==> config.mk <==
export PLATFORM = sky130hd
export DESIGN_NAME = ram_seq_ctrl
export DESIGN_NICKNAME = d
export VERILOG_FILES = /design/src/rtl/ram_seq_pkg.sv /design/src/rtl/ram_seq_addr_cnt.sv /design/src/rtl/ram_seq_ctrl.sv
export SDC_FILE = /design/constraint.sdc
export NUM_CORES = 1
export LEC_CHECK = 0
export CAP_MARGIN = 5
export CELL_PAD_IN_SITES_DETAIL_PLACEMENT = 1
export CELL_PAD_IN_SITES_GLOBAL_PLACEMENT = 1
export CORE_UTILIZATION = 35
export DETAILED_ROUTE_END_ITERATION = 7
export PLACE_DENSITY = 0.77
export SLEW_MARGIN = 30
export SYNTH_ARGS = -nofsm -noshare
export SYNTH_HDL_FRONTEND = slang
export SYNTH_SLANG_ARGS = --single-unit
==> constraint.sdc <==
create_clock -name clk -period 2 [get_ports clk]
set_clock_uncertainty 0.15 [all_clocks]
set_input_delay 0.6 -clock clk [delete_from_list [all_inputs] [get_ports clk]]
set_output_delay 0.6 -clock clk [all_outputs]
set_load 0.005 [all_outputs]
==> src/rtl/ram_seq_pkg.sv <==
// Shared types and default widths for the RAM sequencing controller.
package ram_seq_pkg;

    localparam int ADR_W_DEF  = 16;
    localparam int DATA_W_DEF = 4;

    typedef enum logic [2:0] {
        ST_IDLE     = 3'd0,
        ST_LOAD     = 3'd1,
        ST_DUMP_ADR = 3'd2,
        ST_DUMP_OUT = 3'd3,
        ST_DONE     = 3'd4
    } ram_seq_state_t;

endpackage

==> src/rtl/ram_seq_addr_cnt.sv <==
// Loadable address counter (wraps modulo 2^ADR_W) paired with a
// remaining-word down-counter. Shared by the LOAD and DUMP paths.
module ram_seq_addr_cnt
    import ram_seq_pkg::*;
#(
    parameter int ADR_W = ADR_W_DEF
) (
    input  logic             clk,
    input  logic             rst_n,
    input  logic             load,
    input  logic             step,
    input  logic [ADR_W-1:0] base,
    input  logic [ADR_W-1:0] len,
    output logic [ADR_W-1:0] addr,
    output logic [ADR_W-1:0] addr_nxt,
    output logic             rem_zero,
    output logic             rem_last
);

    logic [ADR_W-1:0] rem;

    assign addr_nxt = addr + ADR_W'(1);
    assign rem_zero = (rem == '0);
    assign rem_last = (rem == ADR_W'(1));

    // Capture base/len on load; advance address and consume one word on step.
    always_ff @(posedge clk or negedge rst_n) begin
        if (!rst_n) begin
            addr <= '0;
            rem  <= '0;
        end else if (load) begin
            addr <= base;
            rem  <= len;
        end else if (step) begin
            addr <= addr_nxt;
            rem  <= rem - ADR_W'(1);
        end
    end

endmodule

==> src/rtl/ram_seq_ctrl.sv <==
// Sequencing controller in front of a single-port RAM: streams words in
// (LOAD) or out (DUMP) over valid/ready, starting at a captured base address.
// Optional build macro RAM_SEQ_CHECKSUM_EN adds an XOR checksum output.
//
// state       | meaning
// ------------+-------------------------------------------------------
// ST_IDLE     | waiting for start_load / start_dump
// ST_LOAD     | accepting s_data, one RAM write the cycle after each accept
// ST_DUMP_ADR | ram_adr presented, RAM output settling
// ST_DUMP_OUT | m_data held valid until consumer takes it
// ST_DONE     | one-cycle done pulse, then back to idle
module ram_seq_ctrl
    import ram_seq_pkg::*;
#(
    parameter int ADR_W  = ADR_W_DEF,
    parameter int DATA_W = DATA_W_DEF
) (
    input  logic              clk,
    input  logic              rst_n,
    input  logic              start_load,
    input  logic              start_dump,
    input  logic [ADR_W-1:0]  base_adr,
    input  logic [ADR_W-1:0]  len,
    input  logic              s_valid,
    input  logic [DATA_W-1:0] s_data,
    output logic              s_ready,
    output logic              m_valid,
    output logic [DATA_W-1:0] m_data,
    input  logic              m_ready,
    output logic [ADR_W-1:0]  ram_adr,
    output logic              ram_we,
    output logic [DATA_W-1:0] ram_din,
    input  logic [DATA_W-1:0] ram_dout,
    output logic              busy,
    output logic              done
`ifdef RAM_SEQ_CHECKSUM_EN
    ,
    output logic [DATA_W-1:0] checksum
`endif
);

    ram_seq_state_t    state, state_d;
    logic [ADR_W-1:0]  ram_adr_d;
    logic              ram_we_d;
    logic [DATA_W-1:0] ram_din_d;
    logic              s_ready_d;
    logic              m_valid_d;
    logic [DATA_W-1:0] m_data_d;
    logic              cnt_load;
    logic              cnt_step;
    logic [ADR_W-1:0]  addr;
    logic [ADR_W-1:0]  addr_nxt;
    logic              rem_zero;
    logic              rem_last;
    logic              s_accept;
    logic              m_accept;

    assign s_accept = (state == ST_LOAD) && s_valid && s_ready;
    assign m_accept = (state == ST_DUMP_OUT) && m_valid && m_ready;

    ram_seq_addr_cnt #(.ADR_W(ADR_W)) u_cnt (
        .clk      (clk),
        .rst_n    (rst_n),
        .load     (cnt_load),
        .step     (cnt_step),
        .base     (base_adr),
        .len      (len),
        .addr     (addr),
        .addr_nxt (addr_nxt),
        .rem_zero (rem_zero),
        .rem_last (rem_last)
    );

    // Next-state and next-output decode; every output is registered below.
    always_comb begin
        state_d   = state;
        ram_adr_d = ram_adr;
        ram_we_d  = 1'b0;
        ram_din_d = ram_din;
        s_ready_d = 1'b0;
        m_valid_d = m_valid;
        m_data_d  = m_data;
        cnt_load  = 1'b0;
        cnt_step  = 1'b0;
        case (state)
            ST_IDLE: begin
                if (start_load || start_dump) begin
                    cnt_load = 1'b1;
                    if (len == '0) begin
                        state_d = ST_DONE;
                    end else if (start_load) begin
                        state_d   = ST_LOAD;
                        s_ready_d = 1'b1;
                    end else begin
                        state_d   = ST_DUMP_ADR;
                        ram_adr_d = base_adr;
                    end
                end
            end
            ST_LOAD: begin
                if (s_accept) begin
                    ram_we_d  = 1'b1;
                    ram_din_d = s_data;
                    ram_adr_d = addr;
                    cnt_step  = 1'b1;
                    s_ready_d = !rem_last;
                end else if (rem_zero) begin
                    // last write has just been issued; close out
                    state_d = ST_DONE;
                end else begin
                    s_ready_d = 1'b1;
                end
            end
            ST_DUMP_ADR: begin
                m_data_d  = ram_dout;
                m_valid_d = 1'b1;
                state_d   = ST_DUMP_OUT;
            end
            ST_DUMP_OUT: begin
                if (m_accept) begin
                    m_valid_d = 1'b0;
                    cnt_step  = 1'b1;
                    if (rem_last) begin
                        state_d = ST_DONE;
                    end else begin
                        state_d   = ST_DUMP_ADR;
                        ram_adr_d = addr_nxt;
                    end
                end
            end
            ST_DONE: state_d = ST_IDLE;
            default: state_d = ST_IDLE;
        endcase
    end

    // State and output registers; busy/done decode from the next state so they stay registered.
    always_ff @(posedge clk or negedge rst_n) begin
        if (!rst_n) begin
            state   <= ST_IDLE;
            ram_adr <= '0;
            ram_we  <= 1'b0;
            ram_din <= '0;
            s_ready <= 1'b0;
            m_valid <= 1'b0;
            m_data  <= '0;
            busy    <= 1'b0;
            done    <= 1'b0;
        end else begin
            state   <= state_d;
            ram_adr <= ram_adr_d;
            ram_we  <= ram_we_d;
            ram_din <= ram_din_d;
            s_ready <= s_ready_d;
            m_valid <= m_valid_d;
            m_data  <= m_data_d;
            busy    <= (state_d == ST_LOAD) || (state_d == ST_DUMP_ADR) ||
                       (state_d == ST_DUMP_OUT);
            done    <= (state_d == ST_DONE);
        end
    end

`ifdef RAM_SEQ_CHECKSUM_EN
    logic [DATA_W-1:0] checksum_d;

    // Running XOR of every word accepted in LOAD or handed off in DUMP.
    always_comb begin
        checksum_d = checksum;
        if (cnt_load) begin
            checksum_d = '0;
        end else if (s_accept) begin
            checksum_d = checksum ^ s_data;
        end else if (m_accept) begin
            checksum_d = checksum ^ m_data;
        end
    end

    // Checksum register.
    always_ff @(posedge clk or negedge rst_n) begin
        if (!rst_n) begin
            checksum <= '0;
        end else begin
            checksum <= checksum_d;
        end
    end
`endif

endmodule

==> metrics.md, run 1 <==
| Metric | Value |
|---|---|
| GRT Residual Overflow | `0` |
| Commonest cells after routing, fill and taps aside | `buf_4 (83), dfrtp_1 (63), nand2_1 (60), clkdlybuf4s50_1 (41), nor2_1 (19)` |
| Cell row count | `37` |
| Per-cell routed wire length | `~22 um` |
| Largest net degree at the start of global routing | `65` |
| Nets | `~610` |
| Top Layer Used | `met4` |
| Initial antenna violation count | `0` |
| Die H | `~110 um` |
| Post-Syn Area | `around 3700 sq um` |
| Tcrit/Tclk final | `111%` |
| Drt total wl | `around 15000 um` |
| Multi-input gate area | `approximately 2400 sq um` |
| Clk root buf | `clkbuf_8` |
| Met3 wire len | `slightly below 700 um` |
| Post-Syn Nets | `~450` |
| GRT Util Overall | `24.7%` |
| Commonest non-fill, non-tap cell in the layout | `buf_4` |
| H-tree depth | `3` |
| Sequential cell area | `approximately 1600 sq um` |
| Metal1 wirelength | `between 6000 and 7000 um` |
| Area delta synth->final | `61.1%` |
| LEAKAGE | `2.57 nW` |
| CTS tree | `built` |
| Setup crit end kind | `register` |
| Final hold violations | `0` |
| Adder-Cell Fraction of Synth Area | `between 1 and 1.5%` |
| CP startpoint kind | `register` |
| Post-route setup slack | `-0.214 ns` |
| Max-slew violation count | `0` |
| Launching point of the worst reg2reg path | `state[2]$_DFF_PN0_` |
| Cell taking the most area after synthesis | `dfrtp_1` |
| First-pass GRT wire length | `around 21000 um` |
| Fillcell total | `about 1100` |
| # hold bufs at CTS | `0` |
| Vias | `a little over 4000` |
| Final setup violating endpoints | `51` |
| Die area | `11000 sq um` |
| DR pass1 iterations | `4` |
| RSZ-0062 raised after global routing | `true` |
| Die W | `around 110 um` |
| Fin crit period | `2.21 ns` |
| CP Class | `reg2reg` |
| Slew HR | `about 56%` |
| Post-DP HPWL | `approximately 8700 um` |
| Synth Area in Compound Gates | `16.1%` |
| Cells after Synth | `between 400 and 500` |
| I/O pins | `between 70 and 80` |
| Max Cap Viol | `0` |
| Ant. Diodes | `0` |
| Yosys cell types | `54` |
| Layout cells sized above 1 | `37.5%` |
| DP Area | `5130 sq um` |
| Gpl congestion | `approximately 0.84` |
| Fmax | `about 450 MHz` |
| Post-Synth XOR/XNOR Area | `between 4 and 5%` |
| YS warnings | `0` |
| CP required | `2.10 ns` |
| DR DRC count | `0` |
| Failing checks | `negative setup slack` |
| Met2 WL | `~8000 um` |
| Outcome | `finished with violations` |
| Design area | `about 6000 sq um` |
| Iter 0 DRT Violations | `around 160` |
| Core Util, Final | `58.1%` |
| Worst slew pin tran | `around 0.66 ns` |
| Min-Delay Path Class | `in2async` |
| #FFs+latches synth | `64` |
| Seq/Total Area, Yosys | `a little over two fifths` |
| Worst slack, placed | `-0.809 ns` |
| Max clock buf depth | `2` |
| Clock latency on the worst-skew pair | `between 0.3 and 0.4 ns` |
| Mux cell area share after synthesis | `approximately 8.5%` |
| Maximum vdd drop | `0.000627 V` |
| CTS Sinks | `64` |
| Crit path from | `state[2]$_DFF_PN0_` |
| Vias in the first global route | `between 4000 and 5000` |
| Core area | `just over 10000 sq um` |
| Main combinational cell family by area after synthesis | `simple AND/OR/NAND/NOR gates` |
| Buffers on Ports | `74` |
| Post-Synth Simple-Gate Area | `a little under a quarter` |
| Post-synthesis average cell area | `about 9 sq um` |
| Critical Path Fanout Max | `7` |
| Synth area leaders | `dfrtp_1 (43%), nand2_1 (6.6%), o21ai_0 (5.1%)` |
| Hold_ws | `0.103 ns` |
| PwrDens | `between 1500 and 2000 nW/um^2` |
| Clk slew on worst S/H paths | `around 0.08 ns` |
| Starting Density | `36.0%` |
| Num CTS Buffers | `9` |
| Final ANT Viol Nets | `0` |
| Critical Path AT | `about 2.3 ns` |
| Vias per Instance | `5.78` |
| Synth top area share | `~43%` |
## sequential cells by signal, indices dropped and copies added, names as in the netlist
register	flops
ram_adr	16
u_cnt.addr	16
u_cnt.rem	16
m_data	4
ram_din	4
state	3
busy	1
done	1
m_valid	1
ram_we	1
s_ready	1
## path summary, 6_finish.rpt
path                                         endpoint  slack (ns)  depth (start not counted)
max                        u_cnt.addr[14]$_DFFE_PN0P_       -0.21                          8
min                           ram_adr[10]$_DFFE_PN0P_        0.10                          2
max reg2reg                u_cnt.addr[14]$_DFFE_PN0P_       -0.21                          8
min reg2reg                   ram_adr[10]$_DFFE_PN0P_        0.36                          1
max in group asynchronous          state[0]$_DFF_PN0_        1.28                          2
min in group clk            u_cnt.rem[11]$_DFFE_PN0P_        0.35                          3
## layer usage
layer,up-vias,global-route usage (%)
met4,0,13.1
met1,2039,28.8
met3,62,4.30
met2,169,43.3
li1,1789,-
met5,-,0
## synth_stat cells (all sizes together)
master / number
nand2: 65
dfrtp: 64
o21ai: 39
nor2: 25
mux2: 24
nand3: 19
nor3: 14
clkbuf: 13
nor4: 12
o311ai: 12
buf: 11
xnor2: 11
nand4: 10
a21oi: 9
inv: 7
xor2: 7
o211ai: 6
a221o: 5
a31oi: 5
and3: 4
ha: 4
nor2b: 4
nor3b: 4
or4: 3
a22oi: 2
a32oi: 2
and2: 2
o22ai: 2
o32ai: 2
or2: 2
or3: 2
a2111oi: 1
a21o: 1
mux2i: 1
nand2b: 1
nand3b: 1
nand4b: 1
o221ai: 1
o22a: 1
o31ai: 1
or3b: 1
## repair_timing
item,in CTS,in global routing
endpoints found under the setup margin,59,67
cloned,1,0
pin swaps,16,42
endpoints found under the hold margin,0,0
gates resized for setup,63,111
setup buffers,10,19
## worst max-delay path: stages (launching register included)
cell	delay [ns]
dfrtp_1	0.40
nand3b_1	0.34
buf_4	0.24
o22a_4	0.25
buf_8	0.15
buf_6	0.14
a31oi_1	0.19
o21ai_1	0.12
o311ai_2	0.12
## where the power goes
group | total (mW) | switching [mW] | internal, mW
combinational | 5.81 | 2.87 | 2.94
sequential | 2.43 | 0.544 | 1.89
clock | 1.00 | 0.530 | 0.470
## area by class of cell
class,instances,area share (%)
multi-input cells,306,40.8
flip-flops and latches,64,26.7
repair buffers,175,26.6
well taps,136,2.84
clock buffers,13,2.48
inverters,7,0.438
clock inverters,1,0.0835
## per-stage QoR
step                total power, mW  std cells  setup TNS (ns)
CTS                            8.25        685           -2.59
floorplan                      4.70        401           -2.40
finish                         9.24        702           -5.83
global route                   9.72        702           -8.45
global placement               6.55        660          -29.64
detailed placement             6.75        660          -32.16
## kinds of logic (layout without fill, tap and decap cells)
family                     count (synthesis)  in the layout
DFF                                       64             64
adders and majority gates                  4              4
xor gates and xnor gates                  18             18
AOI/OAI and AO/OA                         89             89
muxes                                     25             25
buffers and inverters                     31            196
and+or+nand+nor                          170            170
Power figures use the tool's default switching activity.
==> run 2: changes to the inputs <==
--- a/config.mk
+++ b/config.mk
@@ -15,3 +15,4 @@
 export SYNTH_ARGS = -nofsm -noshare
 export SYNTH_HDL_FRONTEND = slang
 export SYNTH_SLANG_ARGS = --single-unit
+export TNS_END_PERCENT = 10
==> run 2 against run 1 <==
The run still ends with negative setup slack left. Largest cell class unchanged. Sequential power fell by 2%. Sequential share of layout area rose by 1.7 points. Critical endpoint is now ram_adr[5]$_DFFE_PN0P_. Setup slack improved by 0.028 ns. Combinational power fell by 14%.
==> metrics.md, run 2 (same netlist as run 1, synthesis figures left out) <==
| Metric | Value |
|---|---|
| GRT Residual Overflow | `0 (unchanged)` |
| First-pass GRT wire length | `21200 um (was 21300 um)` |
| M3 GR Usage | `4.62% (was 4.30%)` |
| Critical Path Max Stage Delay | `0.36 ns (was 0.40 ns)` |
| Clk slew on worst S/H paths | `0.08 ns (about the same)` |
| Layout cells sized above 1 | `30.1% (was 37.5%)` |
| DR DRC count | `0 (unchanged)` |
| Slew HR | `73.0% (was 56.0%)` |
| Initial antenna violation count | `0 (unchanged)` |
| Setup crit end kind | `register (unchanged)` |
| Die H | `105 um (unchanged)` |
| Max Cap Viol | `0 (unchanged)` |
| Worst slew pin tran | `0.401 ns (was 0.658 ns)` |
| DR pass1 iterations | `4 (unchanged)` |
| Layout Cells excl Fill | `685 (was 702)` |
| Worst slack, placed | `-0.753 ns (was -0.809 ns)` |
| H-tree depth | `3 (unchanged)` |
| Post-route setup slack | `-0.186 ns (was -0.214 ns)` |
| Final hold violations | `0 (unchanged)` |
| Final ANT Viol Nets | `0 (unchanged)` |
| Max clock buf depth | `2 (unchanged)` |
| Ant. Diodes | `0 (unchanged)` |
| Switching Power | `3.40 mW (was 3.94 mW)` |
| CP startpoint kind | `primary input (was register)` |
| Commonest non-fill, non-tap cell in the layout | `buf_4 (unchanged)` |
| I/O pins | `75 (unchanged)` |
| Outcome | `finished with violations (unchanged)` |
| Vias in the first global route | `4195 (was 4190)` |
| Fillcell total | `1188 (was 1145)` |
| Launching point of the worst reg2reg path | `state[0]$_DFF_PN0_ (was state[2]$_DFF_PN0_)` |
| CTS tree | `built (unchanged)` |
| Tcrit/Tclk final | `109% (was 111%)` |
| Worst R2R Path Depth | `7 (was 8)` |
| Met2 Use GR | `43.9% (was 43.3%)` |
| Clock latency on the worst-skew pair | `0.36 ns (about the same)` |
| CP Class | `in2reg (was reg2reg)` |
| Final setup violating endpoints | `19 (was 51)` |
| Crit Reg-Reg Endpoint | `ram_adr[5]$_DFFE_PN0P_ (was u_cnt.addr[14]$_DFFE_PN0P_)` |
| Clock group share of total power | `13.6% (was 10.8%)` |
| CTS Sinks | `64 (unchanged)` |
| Die W | `105 um (unchanged)` |
| Sequential share of power | `27.7% (was 26.3%)` |
| Cell row count | `37 (unchanged)` |
| Die area | `11000 sq um (unchanged)` |
| Largest net degree at the start of global routing | `65 (unchanged)` |
| Area delta synth->final | `52.0% (was 61.1%)` |
| Critical Path AT | `2.28 ns (was 2.31 ns)` |
| Top flop regs | `ram_adr (16), u_cnt.addr (16), u_cnt.rem (16) (unchanged)` |
| GRT Util Overall | `24.5% (was 24.7%)` |
| Slowest cell on crit path | `a2111oi_4 (was dfrtp_1)` |
| Maximum vdd drop | `0.000643 V (was 0.000627 V)` |
| Drt total wl | `13000 um (was 15500 um)` |
| Comb pwr share | `58.6% (was 62.9%)` |
| CP required | `2.10 ns (about the same)` |
| Commonest cells after routing, fill and taps aside | `buf_4 (73), nand2_1 (61), dfrtp_1 (60), clkdlybuf4s50_1 (43), o21ai_0 (36) (was buf_4 (83), dfrtp_1 (63), nand2_1 (60), clkdlybuf4s50_1 (41), nor2_1 (19))` |
| Starting Density | `36.0% (unchanged)` |
| Total power | `8.53 mW (was 9.24 mW)` |
| Nets | `596 (was 613)` |
| Fin crit period | `2.19 ns (was 2.21 ns)` |
| GR Util met1 | `28.9% (was 28.8%)` |
| LEAKAGE | `2.44 nW (was 2.57 nW)` |
| Per-cell routed wire length | `18.9 um (was 22.0 um)` |
| CP delay by family, top | `compound AO/OA/AOI/OAI gates (unchanged)` |
| Gpl congestion | `0.881 (was 0.842)` |
| Vias per Instance | `5.58 (was 5.78)` |
| CP Buf/Inv Count | `2 (was 3)` |
| # hold bufs at CTS | `0 (unchanged)` |
| Grt peak-use layer | `met2 (unchanged)` |
| Iter 0 DRT Violations | `173 (was 158)` |
| Core area | `10300 sq um (unchanged)` |
| Num CTS Buffers | `9 (unchanged)` |
| Switching Share | `39.9% (was 42.7%)` |
| Worst reg2reg setup slack | `-0.17 ns (was -0.21 ns)` |
| Vias | `3820 (was 4059)` |
| Max-slew violation count | `0 (unchanged)` |
| Int Pwr | `5.12 mW (was 5.30 mW)` |
| Critical Path Fanout Max | `8 (was 7)` |
| Min-Delay Path Class | `in2async (unchanged)` |
| PwrDens | `1510 nW/um^2 (was 1540 nW/um^2)` |
| Inst Count DP | `666 (was 660)` |
| Post-DP HPWL | `8860 um (was 8700 um)` |
| Fmax | `458 MHz (was 452 MHz)` |
| Crit-path cells | `clkdlybuf4s15_1 > nor2b_4 > a2111oi_4 > o32ai_4 > a21oi_4 > buf_16 > mux2_2 (was nand3b_1 > buf_4 > o22a_4 > buf_8 > buf_6 > a31oi_1 > o21ai_1 > o311ai_2)` |
| RSZ-0062 raised after global routing | `true (unchanged)` |
| Failing checks | `negative setup slack (unchanged)` |
| Buffers on Ports | `74 (unchanged)` |
| Clk root buf | `clkbuf_8 (unchanged)` |
## run 2: area by class of cell
type	instances	area, sq um	area share [%]
clock buffer	11	151	2.68
clock inverter	3	42.5	0.752
inverter	7	26.3	0.465
multi-input combinational	306	2190	38.7
sequential	64	1610	28.4
tap	136	170	3.01
timing repair buffer	158	1470	26.0
## run 2: metrics by stage
stage | utilization (%) | setup TNS (ns) | cell area (sq um) | hold WS (ns)
after global routing | 54.8 | -5.45 | 5660 | 0.124
after detailed placement | 50.3 | -31.87 | 5190 | 0.344
final | 54.8 | -2.76 | 5660 | 0.0850
after floorplan | - | -3.47 | 3740 | 0.154
after global placement | 50.3 | -30.48 | 5190 | 0.338
after CTS | 54.0 | -2.38 | 5580 | 0.114
## run 2: how the worst max path moves through the flow
stage                                   start                      to  slack, ns  cells past startpoint
floorplan                          start_load  ram_adr[0]$_DFFE_PN0P_      -0.20                      6
global placement                       len[8]  ram_adr[8]$_DFFE_PN0P_      -0.74                      9
detailed placement                    len[11]          busy$_DFF_PN0_      -0.75                      8
CTS                 u_cnt.rem[12]$_DFFE_PN0P_  ram_adr[7]$_DFFE_PN0P_      -0.15                      7
global route        u_cnt.rem[12]$_DFFE_PN0P_  ram_adr[7]$_DFFE_PN0P_      -0.25                      7
finish                             start_load  ram_adr[5]$_DFFE_PN0P_      -0.19                      7
## run 2: repair_timing
item / 4_1_cts / 5_1_grt
endpoints found under the setup margin: 60 / 64
resized for setup: 56 / 28
pin swaps: 14 / 3
cloned: 1 / 0
setup buffers: 4 / 0
## run 2: metal layers
layer / vias up / part of all wire (%)
li1: 1757 / -
met3: 26 / 4.4
met5: - / 0
met2: 125 / 52
met4: 0 / 2.5
met1: 1912 / 41
## run 2: power groups by stage
stage | combinational, mW | sequential (mW) | clock (mW)
floorplan | 2.36 | 2.32 | 0
global placement | 4.33 | 2.30 | 0
detailed placement | 4.53 | 2.33 | 0
CTS | 4.86 | 2.35 | 1.19
global route | 5.42 | 2.45 | 1.23
finish | 5.00 | 2.37 | 1.16
